**config.mk**
```make
export PLATFORM = sky130hd
export DESIGN_NAME = fetch_stage_flat
export DESIGN_NICKNAME = d
export VERILOG_FILES = /design/src/rtl/fetch_stage_if.sv /design/src/rtl/fetch_stage.sv /design/src/flat_wrapper.sv
export SDC_FILE = /design/constraint.sdc
export NUM_CORES = 1
export LEC_CHECK = 0
export BUFFER_PORTS_ARGS = -buffer_cell sky130_fd_sc_hd__buf_2
export CORE_MARGIN = 5
export CORE_UTILIZATION = 53
export DETAILED_ROUTE_END_ITERATION = 8
export PLACE_DENSITY = 0.95
export SLEW_MARGIN = 20
export SYNTH_ARGS = -nofsm -noshare
export SYNTH_HDL_FRONTEND = slang
export SYNTH_SLANG_ARGS = --single-unit
```
**constraint.sdc**
```tcl
create_clock -name clk -period 4.64 [get_ports clk]
set_input_delay 0.232 -clock clk [delete_from_list [all_inputs] [get_ports clk]]
set_output_delay 0.232 -clock clk [all_outputs]
set_load 0.01 [all_outputs]
```
**src/rtl/fetch_stage_if.sv**
```systemverilog
// Instruction-memory request/response bundle between the fetch stage (master)
// and instruction memory (slave); the response may come back in the request cycle or several cycles later.
interface fetch_stage_if;
  logic        req;
  logic [31:0] addr;
  logic [31:0] rdata;
  logic        valid;

  modport master (output req, output addr, input rdata, input valid);
  modport slave  (input req, input addr, output rdata, output valid);
endinterface

```
**src/rtl/fetch_stage.sv**
```systemverilog
// MIPS instruction-fetch stage: holds the PC, selects the next PC from ID operands,
// and handshakes with instruction memory, buffering the word while IF/ID is stalled.
module fetch_stage #(
  parameter logic [31:0] RESET_PC = 32'h0000_3000,
  parameter logic [31:0] IM_BASE  = 32'h0000_3000,
  parameter logic [31:0] IM_LIMIT = 32'h0000_3FFF
) (
  input  logic              clk,
  input  logic              reset_n,
  input  logic              i_en,
  input  logic [1:0]        i_npc_sel,
  input  logic              i_branch_taken,
  input  logic [31:0]       i_pc4_d,
  input  logic [25:0]       i_imm26_d,
  input  logic [31:0]       i_rs_val_d,
  fetch_stage_if.master     imem,
  output logic [31:0]       o_pc_f,
  output logic [31:0]       o_pc4_f,
  output logic [31:0]       o_instr_f,
  output logic              o_valid_f,
  output logic              o_exc_adel_f
);

  typedef enum logic {S_FETCH, S_HOLD} state_t;

  state_t      r_state;
  state_t      w_state_nxt;
  logic [31:0] r_pc;
  logic [31:0] r_buf;
  logic [31:0] w_pc_nxt;
  logic [31:0] w_buf_nxt;
  logic [31:0] w_pc4;
  logic [31:0] w_br_off;
  logic [31:0] w_next_pc;
  logic [31:0] w_instr;
  logic        w_addr_bad;
  logic        w_req;
  logic        w_valid;

  assign w_addr_bad = (r_pc[1:0] != 2'b00) || (r_pc < IM_BASE) || (r_pc > IM_LIMIT);
  assign w_pc4      = r_pc + 32'd4;
  assign w_br_off   = {{14{i_imm26_d[15]}}, i_imm26_d[15:0], 2'b00};

  // jr targets pass through unchecked; a misaligned one shows up as exc_adel_f once it becomes pc_f.
  always_comb begin
    w_next_pc = w_pc4;
    case (i_npc_sel)
      2'b01:   w_next_pc = i_branch_taken ? (i_pc4_d + w_br_off) : w_pc4;
      2'b10:   w_next_pc = {i_pc4_d[31:28], i_imm26_d, 2'b00};
      2'b11:   w_next_pc = i_rs_val_d;
      default: w_next_pc = w_pc4;
    endcase
  end

  always_comb begin
    w_state_nxt = r_state;
    w_pc_nxt    = r_pc;
    w_buf_nxt   = r_buf;
    w_req       = 1'b0;
    w_instr     = 32'h0000_0000;
    w_valid     = 1'b0;

    case (r_state)
      S_FETCH: begin
        if (w_addr_bad) begin
          w_valid = 1'b1;
        end else begin
          w_req   = 1'b1;
          w_instr = imem.rdata;
          w_valid = imem.valid;
        end
      end
      S_HOLD: begin
        w_instr = r_buf;
        w_valid = 1'b1;
      end
      default: begin
        w_valid = 1'b0;
      end
    endcase

    if (w_valid && i_en) begin
      w_pc_nxt    = w_next_pc;
      w_state_nxt = S_FETCH;
    end else if (w_valid && (r_state == S_FETCH)) begin
      w_buf_nxt   = w_instr;
      w_state_nxt = S_HOLD;
    end
  end

  always_ff @(posedge clk) begin
    if (!reset_n) begin
      r_state <= S_FETCH;
      r_pc    <= RESET_PC;
      r_buf   <= 32'h0000_0000;
    end else begin
      r_state <= w_state_nxt;
      r_pc    <= w_pc_nxt;
      r_buf   <= w_buf_nxt;
    end
  end

  // Masking with reset_n keeps a response landing in the reset cycle from looking like a fetch.
  assign imem.req     = w_req & reset_n;
  assign imem.addr    = r_pc;
  assign o_pc_f       = r_pc;
  assign o_pc4_f      = w_pc4;
  assign o_instr_f    = w_instr;
  assign o_valid_f    = w_valid & reset_n;
  assign o_exc_adel_f = w_addr_bad;

endmodule
```
**src/flat_wrapper.sv**
```systemverilog
// flat-port wrapper written by rule: the top's interface ports become plain ports
module fetch_stage_flat 
#(
  parameter logic [31:0] RESET_PC = 32'h0000_3000,
  parameter logic [31:0] IM_BASE  = 32'h0000_3000,
  parameter logic [31:0] IM_LIMIT = 32'h0000_3FFF
)
  (clk, reset_n, i_en, i_npc_sel, i_branch_taken, i_pc4_d, i_imm26_d, i_rs_val_d, o_pc_f, o_pc4_f, o_instr_f, o_valid_f, o_exc_adel_f, imem_req, imem_addr, imem_rdata, imem_valid);
  fetch_stage_if imem_i ();
  input  logic clk;
  input  logic reset_n;
  input  logic i_en;
  input  logic [1:0] i_npc_sel;
  input  logic i_branch_taken;
  input  logic [31:0] i_pc4_d;
  input  logic [25:0] i_imm26_d;
  input  logic [31:0] i_rs_val_d;
  output logic [31:0] o_pc_f;
  output logic [31:0] o_pc4_f;
  output logic [31:0] o_instr_f;
  output logic o_valid_f;
  output logic o_exc_adel_f;
  output wire logic [$bits(imem_i.req)-1:0] imem_req;
  output wire logic [$bits(imem_i.addr)-1:0] imem_addr;
  input wire logic [$bits(imem_i.rdata)-1:0] imem_rdata;
  input wire logic [$bits(imem_i.valid)-1:0] imem_valid;
  assign imem_req = imem_i.req;
  assign imem_addr = imem_i.addr;
  assign imem_i.rdata = imem_rdata;
  assign imem_i.valid = imem_valid;
  fetch_stage #(.RESET_PC(RESET_PC), .IM_BASE(IM_BASE), .IM_LIMIT(IM_LIMIT)) u_core (.clk(clk), .reset_n(reset_n), .i_en(i_en), .i_npc_sel(i_npc_sel), .i_branch_taken(i_branch_taken), .i_pc4_d(i_pc4_d), .i_imm26_d(i_imm26_d), .i_rs_val_d(i_rs_val_d), .imem(imem_i), .o_pc_f(o_pc_f), .o_pc4_f(o_pc4_f), .o_instr_f(o_instr_f), .o_valid_f(o_valid_f), .o_exc_adel_f(o_exc_adel_f));
endmodule
```
* After elaboration in Yosys (flattened, before gate mapping)
Index checks and enable logic that the tools add are counted.
Widths: inputs -> output; s select.
** Operators by class
- Muxes and demuxes :: 8
- $mul :: 0
- Add/sub/neg operators :: 2
- Magnitude comparators :: 2
- Shift-type cells :: 0
- Reduce and logical (&&, ||, !) cells :: 7
- Divide/modulo/power cells :: 0
- Eq/ne operators :: 3
- Bitwise gates (word level) :: 5
** Operators with widths (count)
- $pmux 32 s3 :: 1
- $mux 32 :: 2
- $pmux 32 s2 :: 1
- $add 32x3->32 const B :: 1
- $add 32x32->32 :: 1
- $gt 32x14->1 const B :: 1
- $lt 32x14->1 const B :: 1
- $eq 2x2->1 const B :: 2
- $mux 1 :: 3
- $not 1->1 :: 3
- $and 1x1->1 :: 2
- $eq 2x1->1 const B :: 1
- $logic_and 1x1->1 :: 2
- $logic_or 1x1->1 :: 2
- $pmux 1 s2 :: 1
- $reduce_and 2->1 :: 1
- $reduce_bool 2->1 :: 1
- $reduce_or 2->1 :: 1
** Word-level totals
- Memory bits (read-only) :: 0
- Bits in writable memories :: 0
- Bits of input ports :: 129
- Memories :: 0
- Output and inout port bits :: 131
- Register bits :: 65
- Latch bits :: 0

* Logic depth before layout (Yosys ltp)
Gate-level depths: netlist of run 1.
- Word-level depth :: 8
- Gate-level depth with buffers :: 11
- Gate-level depth less buffers :: 11

* Worst setup path before layout of run 1
OpenSTA, ideal clock, no wires.
- Kind :: register to register
- Start point :: register u_core.r_pc[4] (netlist: u_core.imem.addr[4])
- End point :: register u_core.r_pc[20] (netlist: u_core.imem.addr[20])
- Slack :: 2.041 ns
- Stages on the path, launching flop included :: 9
- Data required time :: 4.524 ns
- Data arrival time :: 2.483 ns
- Path buffers :: 0
- Cells stage by stage :: dfxtp_1 > and4_1 > nand4_1 > nor3_1 > xor2_1 > nor2b_1 > a31o_2 > mux4_2 > o211a_1
** Between the ends
- Elaborated cells between the ends (all ways) :: 10
- Classes of those cells :: add/sub: 1; order compare: 2; mux: 4; reduce/logical: 3
** RTL lines
- from (decl) :: RTL line fetch_stage.sv:28 : logic [31:0] r_pc;
- from (signal assigned) :: RTL line fetch_stage.sv:98 : r_pc <= w_pc_nxt;
- $add 32x3->32 * :: RTL line fetch_stage.sv:41 : assign w_pc4 = r_pc + 32'd4;
- via o_pc4_f[20] :: RTL line flat_wrapper.sv:19 : output logic [31:0] o_pc4_f;
- $mux 32 :: RTL line fetch_stage.sv:48 : 2'b01: w_next_pc = i_branch_taken ? (i_pc4_d + w_br_off) : w_pc4;
- $pmux 32 s3 * :: RTL line fetch_stage.sv:47 : case (i_npc_sel)
The timed path passes the listed nets; every way through them passes the cells marked *.
A chain may end at the register's enable or synchronous reset.

* Worst setup path in the final report of run 1
- Start point :: register u_core.r_pc[29] (netlist: u_core.imem.addr[29])
- End point :: register u_core.r_pc[31] (netlist: u_core.imem.addr[31])
** Between the ends
- Cells in the longest elaborated chain, start to end :: 6
- Elaborated cells between the ends (all ways) :: 10
- Classes of those cells :: add/sub: 1; order compare: 2; mux: 4; reduce/logical: 3
** Ends and longest elaborated chain
- $lt 32x14->1 :: RTL line fetch_stage.sv:40 : assign w_addr_bad = (r_pc[1:0] != 2'b00) || (r_pc < IM_BASE) || (r_pc > IM_LIMIT);
- $logic_or 1x1->1 (2 in a row) :: RTL line fetch_stage.sv:40
- $mux 1 :: RTL line fetch_stage.sv:65 : if (w_addr_bad) begin
- $pmux 1 s2 :: RTL line fetch_stage.sv:63 : case (r_state)
- $logic_and 1x1->1 :: RTL line fetch_stage.sv:82 : if (w_valid && i_en) begin
Parallel ways exist; a longest one is shown, timed or not.

==> results of run 1 <==
## worst max-delay path, stage by stage, from the launching register on
cell and delay, ns:
dfxtp_1 0.37, or4_1 0.54, nor2_1 0.15, and2_1 0.14, buf_4 0.34, inv_2 0.11, o31ai_4 0.90, a21oi_1 0.15
a21boi_0 0.20, o21ai_0 0.11, o31ai_1 0.08
## state kept, by name (all words and copies together) (netlist names)
signal            count
u_core.imem.addr     32
u_core.r_buf         32
u_core.r_state        1
## stage by stage
step | cells | instance area [um2] | utilization [%] | hold slack, ns | setup slack [ns]
2_1_floorplan | 809 | 6151 | - | 0.4043 | 2.041
3_3_place_gp | 1137 | 7256 | 63.54 | 0.4944 | 1.593
3_5_place_dp | 1137 | 7256 | 63.54 | 0.5068 | 1.520
4_1_cts | 1153 | 7560 | 66.21 | 0.2735 | 1.493
5_1_grt | 1153 | 7570 | 66.29 | 0.3021 | 1.204
6_report | 1153 | 7570 | 66.29 | 0.2819 | 1.437
## power groups by stage
stage | Combinational, mW | Sequential, mW | Clock, mW
global placement | 0.609 | 0.645 | 0
global route | 0.676 | 0.643 | 0.721
detailed placement | 0.612 | 0.648 | 0
floorplan | 0.412 | 0.638 | 0
finish | 0.625 | 0.638 | 0.699
CTS | 0.616 | 0.636 | 0.700
## worst paths after layout
path                                        endpoint  slack, ns  cells past startpoint
worst min register to register       u_core.r_buf[2]       0.53                      2
worst max-delay path            u_core.imem.addr[31]       1.44                     10
worst min-delay path                  u_core.r_state       0.28                      3
worst max register to register  u_core.imem.addr[31]       1.44                     10
## routing by layer
| layer | routed length, um | vias to the layer above | track usage, % | part of all wire (%) |
|---|---|---|---|---|
| li1 | - | 3302 | - | - |
| met1 | 8510 | 3266 | 35.77 | 38 |
| met2 | 10990 | 411 | 51.70 | 49 |
| met3 | 2214 | 51 | 7.737 | 9.9 |
| met4 | 723 | 0 | 12.76 | 3.2 |
| met5 | 0 | - | 0 | 0 |
## kinds of logic after synthesis
family | after synthesis | synth area share (%)
buf+inv | 97 | 8.116
simple gates | 286 | 22.90
compound gates | 225 | 24.47
fa+ha+maj | 31 | 6.428
flops | 65 | 21.16
xor+xnor | 48 | 6.835
mux | 57 | 10.09
## cells in the final DEF (no fill, tap or decap), drive strengths merged, types with 18 or more instances in the layout
cell,Yosys,layout
nor2b,47,47
mux2i,35,35
nand2,117,117
nor2,31,31
inv,17,18
mux2,20,20
dfxtp,65,65
nand3,23,23
ha,30,30
xnor2,32,32
o21ai,84,84
buf,43,265
a21oi,41,41
## layout make-up
class | count | area, um2
Multi-Input combinational cell | 647 | 4377
Tap cell | 143 | 178.9
Sequential cell | 65 | 1305
Clock inverter | 7 | 78.83
Inverter | 17 | 63.81
Fill cell | 977 | 3849
Timing Repair Buffer | 265 | 1341
Clock buffer | 9 | 225.2
==> reports/results.ini, run 1 <==
[run_status]
status = completed

[power]
power.density_nw_per_um2 = 259.2
pwr-share-comb_pct = 31.9
internal_power_mw = 1.273
leakage_nw = 3.482
switching_share_pct = 35.12
seq_power_share_pct = 32.5
ir_drop_mv = 0.1888
total_power_mw = 1.962
pwr-share-clk_pct = 35.6
p_sw_uw = 689.2

[yosys]
synth_area_leaders = dfxtp_1 21%, nand2_1 7.1%, o21ai_0 6.8%
yosysMostFrequentCell = nand2_1
synth.top_cell.area_share_pct = 21.16
synth_common_cells = 117 x nand2_1, 83 x o21ai_0, 65 x dfxtp_1, 47 x nor2b_1, 41 x a21oi_1
ys_ff_latch = 65
synth-edff-count = 0
syn_inst = 809
ys.flop_type = dfxtp_1
ys_warn_count = 0
synthesis.nets = 969
yosys.area.top_type = dfxtp_1
yosysSeqAreaShare_pct = 21.16
async_reset_ff_share_pct = 0
yosysUniqueCellTypes = 67
synthesis.area_um2 = 6151
syn_area_per_cell_um2 = 7.603

[global_routing]
grt_max_degree = 70
grt_pass1_vias = 6768
grtUsageTotal_pct = 30.23
grt_pass1_wl_mm = 34.75
gr-total-overflow = 0
antenna_found_initial = 0

[route]
num_vias = 7030
vias_per_cell = 6.097
first_pass_iters = 5
wl_per_cell_um = 19.46
wirelength_mm = 22.44
drc_errors = 0
drtAntennaViolNets = 0
drt_iter0_markers = 855

[min_path]
hp-class = input pin to register
hp-start = i_en

[die]
die_x_um = 117.7
die-height_um = 117.7
fp.coreArea_um2 = 11420
rows = 39
die_area_um2 = 13860
io_pins = 260
initial_core_util_pct = 53.87

[cells_and_area]
drive_above_1_share_pct = 31.78
diodes = 0
syn2layout_area_growth_pct = 23.07
layout.nets = 1165

[critical_path]
startpoint = u_core.imem.addr[29]
required_ns = 4.89
crit_arrival_ns = 3.45
r2r_start = u_core.imem.addr[29]
critical_path_class = register to register
start_kind = register
worstPathMaxFanout = 35
end_kind = register

[timing]
skew_ns = 0.01054
worst_pin_slew_ns = 1.125
fin_crit_ns = 3.203
fin_setup_tns_ns = 0
hold_viol = 0
finalMaxSlewViolations = 0
fmax_mhz = 312.2
fin_crit_sh_pct = 69.04
max_slew_margin_pct = 24.97
finalSetupViolCount = 0
grt_setup_unrepaired = no

[clock_network]
cts-root-buf = clkbuf_16
cts_resized = 0
worst_skew_pair.late_latency_ns = 0.33
cts_setup_buffers = 0
cts_made_buffers = 9
cts_hold_buf = 0
cts_sinks = 65
h-tree-depth = 3
clk_pin_slew_ns = 0.06
cts_tree = done
clk_path_buf_depth = 2

[flow_run]
maxCapViolations = 0

[place]
place_congestion = 0.9796
dp_hpwl_mm = 16.96
io_buffers = 259

No activity file was read; power rests on OpenSTA's default activity.
==> inputs of run 2 (changes only) <==
--- a/config.mk
+++ b/config.mk
@@ -5,11 +5,12 @@
 export SDC_FILE = /design/constraint.sdc
 export NUM_CORES = 1
 export LEC_CHECK = 0
+export ABC_AREA = 1
 export BUFFER_PORTS_ARGS = -buffer_cell sky130_fd_sc_hd__buf_2
 export CORE_MARGIN = 5
-export CORE_UTILIZATION = 53
+export CORE_UTILIZATION = 51
 export DETAILED_ROUTE_END_ITERATION = 8
-export PLACE_DENSITY = 0.95
+export PLACE_DENSITY = 0.93
 export SLEW_MARGIN = 20
 export SYNTH_ARGS = -nofsm -noshare
 export SYNTH_HDL_FRONTEND = slang
==> constraint.sdc (replaced) <==
create_clock -name clk -period 3.02 [get_ports clk]
set_input_delay 0.151 -clock clk [delete_from_list [all_inputs] [get_ports clk]]
set_output_delay 0.151 -clock clk [all_outputs]
set_load 0.01 [all_outputs]
==> run 2 against run 1 <==
Wire length up 17%. Register-to-register slack worse by 0.91 ns. Global-route usage up 0.95 points. Synthesized cell count up 49%. Combinational power up 78%. Die area up 15%. Critical path depth down 1. Core utilization down 3.2 points. Critical endpoint is now o_pc4_f[28].
==> reports/results.ini, run 2 <==
[run_status]
status = completed

[die]
die_area_um2 = 15940
io_pins = 260
initial_core_util_pct = 52.06
die-height_um = 126.3
die_x_um = 126.3
fp.coreArea_um2 = 13240
rows = 42

[critical_path]
start_kind = register
critPathMaxStageDelay_ns = 0.41
end_kind = output port
worstPathMaxFanout = 6
slowest_stage = dfxtp_1
crit_arrival_ns = 2.44
path_cells = ha_1, nand3_1, nor2_1, nand2_1, nor2_1, nand2_1, xor2_1, inv_1, buf_2
critical_path_class = register to output port
required_ns = 2.87

[route]
wirelength_mm = 26.36
drt_iter0_markers = 857
wl_per_cell_um = 16.57
first_pass_iters = 6
drtAntennaViolNets = 0
vias_per_cell = 5.468
num_vias = 8700
drc_errors = 0

[power]
pwr-share-clk_pct = 35.6
power.density_nw_per_um2 = 389.2
leakage_nw = 4.598
p_sw_mw = 1.191
ir_drop_mv = 0.2656
pwr-share-comb_pct = 34.0
seq_power_share_pct = 30.4
switching_share_pct = 36.59
internal_power_mw = 2.064

[place]
place_congestion = 1.001
dp.cells = 1574
dp_hpwl_mm = 21.08
io_buffers = 259

[yosys]
yosysUniqueCellTypes = 45
synth-edff-count = 0
ys.flop_type = dfxtp_1
yosys.area.top_type = dfxtp_1
synthesis.area_um2 = 6894
async_reset_ff_share_pct = 0
synth_area_leaders = dfxtp_1 19%, nand2_1 16%, inv_1 10%
synth_common_cells = 303 x nand2_1, 184 x inv_1, 144 x nor2_1, 121 x nand3_1, 69 x o21ai_0
yosysMostFrequentCell = nand2_1
syn_area_per_cell_um2 = 5.731
yosysSeqAreaShare_pct = 18.87
ys_warn_count = 0
ys_ff_latch = 65
synth.top_cell.area_share_pct = 18.87
syn_inst = 1203
synthesis.nets = 1363

[clock_network]
cts-root-buf = clkbuf_16
cts_sinks = 65
cts_resized = 0
worst_skew_pair.late_latency_ns = 0.34
cts_made_buffers = 9
cts_setup_buffers = 0
cts_hold_buf = 0
h-tree-depth = 3
cts_tree = done
clk_path_buf_depth = 2
clk_pin_slew_ns = 0.06

[global_routing]
antenna_found_initial = 2
grt_max_degree = 65
grt_pass1_vias = 7987
grt_pass1_wl_mm = 40.16
grtUsageTotal_pct = 31.18
gr-total-overflow = 0

[cells_and_area]
syn2layout_area_growth_pct = 21.27
stdcell_count = 1591
layout.nets = 1569
layout_common_cells = 303 x nand2_1, 259 x buf_2, 184 x inv_1, 144 x nor2_1, 121 x nand3_1
final_common_cell = nand2_1
drive_above_1_share_pct = 21.71

[timing]
hold_slack_ns = 0.08522
max_slew_margin_pct = 34.98
finalMaxSlewViolations = 0
finalSetupViolCount = 0
fin_crit_ns = 2.592
hold_viol = 0
grt_setup_unrepaired = no
worst_pin_slew_ns = 0.9753
fin_setup_tns_ns = 0
skew_ns = 0.006521
fmax_mhz = 385.7
fin_crit_sh_pct = 85.84

[min_path]
hp-class = input pin to register

[flow_run]
maxCapViolations = 0

[run 2: metal layers]
| metal | part of all wire [%] | routed length (um) | GRT usage [%] |
|---|---|---|---|
| met1 | 41 | 10800 | 40.26 |
| met5 | 0.049 | 13 | 0 |
| met4 | 5.1 | 1356 | 15.02 |
| met3 | 8.8 | 2332 | 5.843 |
| met2 | 45 | 11860 | 50.08 |
[run 2: through the flow]
step / area, um2 / power [mW] / worst slack [ns] / util, %
after CTS: 8358 / 3.234 / 0.4877 / 63.11
after detailed placement: 8028 / 2.082 / 0.6305 / 60.62
after global routing: 8361 / 3.406 / 0.3147 / 63.13
after global placement: 8028 / 2.067 / 0.7068 / 60.62
final: 8361 / 3.254 / 0.4276 / 63.13
after floorplan: 6894 / 1.711 / 1.043 / -
[run 2: worst max-delay path, delay by kind of cell, from the launching register on]
family	cells	cell delay, ns
and+or+nand+nor	5	1.00
DFF	1	0.41
adders and majority gates	1	0.26
buffers and inverters	2	0.22
xor gates and xnor gates	1	0.22
[run 2: worst paths after layout]
path	start	to	slack, ns	cells after the start
worst min-delay path	i_en	u_core.r_state	0.09	2
worst min register to register	u_core.r_buf[19]	u_core.r_buf[19]	0.45	2
worst max register to register	u_core.imem.addr[28]	u_core.imem.addr[10]	0.53	9
worst max-delay path	u_core.imem.addr[2]	o_pc4_f[28]	0.43	9
[run 2: cell type report]
class | instances | area, um2
multi-input cells | 872 | 4408
well taps | 176 | 220.2
diodes | 1 | 2.502
inverters | 191 | 719.4
repair buffers | 270 | 1379
flip-flops and latches | 65 | 1301
clock buffers | 10 | 239.0
fillers | 1309 | 4882
clock inverters | 6 | 91.34
[run 2: power by group through the flow]
stage / logic [mW] / registers [mW] / clock network [mW]
global route: 1.21 / 1.00 / 1.19
finish: 1.11 / 0.990 / 1.16
global placement: 1.06 / 1.00 / 0
floorplan: 0.704 / 1.01 / 0
CTS: 1.09 / 0.988 / 1.16
detailed placement: 1.08 / 1.01 / 0
[run 2: cell families (layout without fill, tap and decap cells)]
family	after synthesis	after routing	share of synthesized area [%]
other cells	0	1	0
flops	65	65	18.87
buf+inv	266	477	17.19
fa+ha+maj	31	31	5.735
xor+xnor	23	23	2.922
simple gates	626	626	38.60
compound gates	192	192	16.68
==> inputs of run 3 (changes only) <==
--- a/config.mk
+++ b/config.mk
@@ -7,10 +7,12 @@
 export LEC_CHECK = 0
 export ABC_AREA = 1
 export BUFFER_PORTS_ARGS = -buffer_cell sky130_fd_sc_hd__buf_2
+export CELL_PAD_IN_SITES_DETAIL_PLACEMENT = 0
+export CELL_PAD_IN_SITES_GLOBAL_PLACEMENT = 1
 export CORE_MARGIN = 5
-export CORE_UTILIZATION = 51
+export CORE_UTILIZATION = 33
 export DETAILED_ROUTE_END_ITERATION = 8
-export PLACE_DENSITY = 0.93
+export PLACE_DENSITY = 0.92
 export SLEW_MARGIN = 20
 export SYNTH_ARGS = -nofsm -noshare
 export SYNTH_HDL_FRONTEND = slang
==> run 3 against run 2 <==
Worst hold slack got worse by 0.014 ns. Maximum frequency shrank 0.92%. Die area rose by 50%. Critical path type unchanged. Critical endpoint unchanged. Sequential power shrank 0.4%.
==> reports/results.ini, run 3 (same netlist as run 2, synthesis figures left out) <==
[cells_and_area]
post-route-util_pct = 41.60
final_common_cell = nand2_1
final_cell_area_um2 = 8498
syn2layout_area_growth_pct = 23.27
layout_common_cells = 303 x nand2_1, 259 x buf_2, 184 x inv_1, 144 x nor2_1, 121 x nand3_1
layout.nets = 1572
drive_above_1_share_pct = 21.88

[global_routing]
grtUsageTotal_pct = 22.18
grt_max_degree = 65
use_met3_pct = 3.996
top_usage_layer = met2
use_met1_pct = 29.88
grt_use_met2_pct = 36.15
gr-total-overflow = 0
grt_pass1_vias = 7947
antenna_found_initial = 1
grt_pass1_wl_mm = 42.61

[place]
place_congestion = 0.9293
place_area_um2 = 8168
dp_hpwl_mm = 22.51
io_buffers = 259

[min_path]
hp-class = input pin to register

[clock_network]
h-tree-depth = 3
cts_made_buffers = 9
clk_path_buf_depth = 2
cts_tree = done
cts_setup_buffers = 0
worst_skew_pair.late_latency_ns = 0.34
cts_resized = 0
cts_hold_buf = 0
cts_sinks = 65
cts-root-buf = clkbuf_16
clk_pin_slew_ns = 0.06

[timing]
skew_ns = 0.01361
max_slew_margin_pct = 25.98
hold_slack_ns = 0.07078
finalSetupViolCount = 0
hold_viol = 0
finalMaxSlewViolations = 0
fmax_mhz = 382.2
worst_pin_slew_ns = 1.110
grt_setup_unrepaired = no
fin_setup_tns_ns = 0
fin_crit_ns = 2.616
fin_crit_sh_pct = 86.64

[die]
fp.coreArea_um2 = 20430
io_pins = 260
die_area_um2 = 23880
die_x_um = 154.5
die-height_um = 154.5
initial_core_util_pct = 33.75
rows = 52

[critical_path]
required_ns = 2.87
slowest_stage = dfxtp_1
r2r_end = u_core.imem.addr[10]
startpoint = u_core.imem.addr[2]
crit_arrival_ns = 2.47
start_kind = register
reg2regPathDepth = 9
r2r_start = u_core.imem.addr[28]
end_kind = output port
worstPathMaxFanout = 6
ff2ff_setup_slack_ns = 0.51
critPathMaxStageDelay_ns = 0.42
critical_path_class = register to output port
path_cells = ha_1, nand3_1, nor2_1, buf_4, nand2_1, nor2_1, nand2_1, xor2_1, inv_1, buf_2
endpoint = o_pc4_f[28]

[route]
wirelength_mm = 27.63
vias_per_cell = 5.014
drt_iter0_markers = 688
wl_per_cell_um = 16.37
first_pass_iters = 5
drc_errors = 0
num_vias = 8463
drtAntennaViolNets = 0

[power]
ir_drop_mv = 0.2680
leakage_nw = 4.606
power.density_nw_per_um2 = 383.9

[run_status]
status = completed

[flow_run]
maxCapViolations = 0

-- run 3: changes by cell type in the layout (fill, tap and decap cells not counted) --
| cell | delta |
|---|---|
| buf_4 | +3 |
| clkinv_4 | -3 |
| clkinvlp_4 | +2 |
| inv_6 | +1 |
-- run 3: per-stage QoR --
stage | instances | setup WS, ns | power (mW)
after global placement | 1671 | 0.6039 | 2.090
after global routing | 1688 | 0.1970 | 3.448
after CTS | 1687 | 0.4081 | 3.264
after detailed placement | 1671 | 0.5392 | 2.095
after floorplan | 1203 | 1.043 | 1.711
final | 1688 | 0.4036 | 3.262
-- run 3: worst min path at each step --
stage | slack [ns] | to | depth (start not counted) | from
6_report | 0.07 | u_core.r_state | 2 | i_en
5_1_grt | 0.08 | u_core.r_state | 2 | i_en
4_1_cts | 0.07 | u_core.r_state | 2 | i_en
3_5_place_dp | 0.42 | u_core.r_state | 2 | i_en
3_3_place_gp | 0.40 | u_core.r_state | 2 | i_en
2_1_floorplan | 0.23 | u_core.r_state | 1 | i_en
-- run 3: critical path, delay by kind of cell (launching register included) --
family	cells	cell delay, ns
flops	1	0.42
xor+xnor	1	0.25
fa+ha+maj	1	0.28
buf+inv	3	0.37
simple gates	5	0.81
-- run 3: cell type report --
| class | instances | area, um2 |
|---|---|---|
| repair buffers | 273 | 1401 |
| flip-flops and latches | 65 | 1301 |
| fillers | 2290 | 11930 |
| clock inverters | 6 | 88.84 |
| multi-input cells | 872 | 4408 |
| well taps | 270 | 337.8 |
| inverters | 191 | 719.4 |
| diodes | 1 | 2.502 |
| clock buffers | 10 | 239.0 |
-- run 3: layer usage --
layer / vias to the layer above / share of wire [%] / routed length [um]
met5: - / 0 / 0
met4: 0 / 2.8 / 781
met3: 50 / 7.2 / 1978
met2: 299 / 45 / 12520
met1: 3836 / 45 / 12350
li1: 4278 / - / -
-- run 3: where the power goes --
part / leakage [nW] / internal [mW] / total, mW / switching, mW
registers: 0.538 / 0.922 / 0.986 / 0.0641
logic: 3.91 / 0.396 / 1.11 / 0.713
clock network: 0.155 / 0.747 / 1.17 / 0.420
total: 4.61 / 2.07 / 3.26 / 1.20
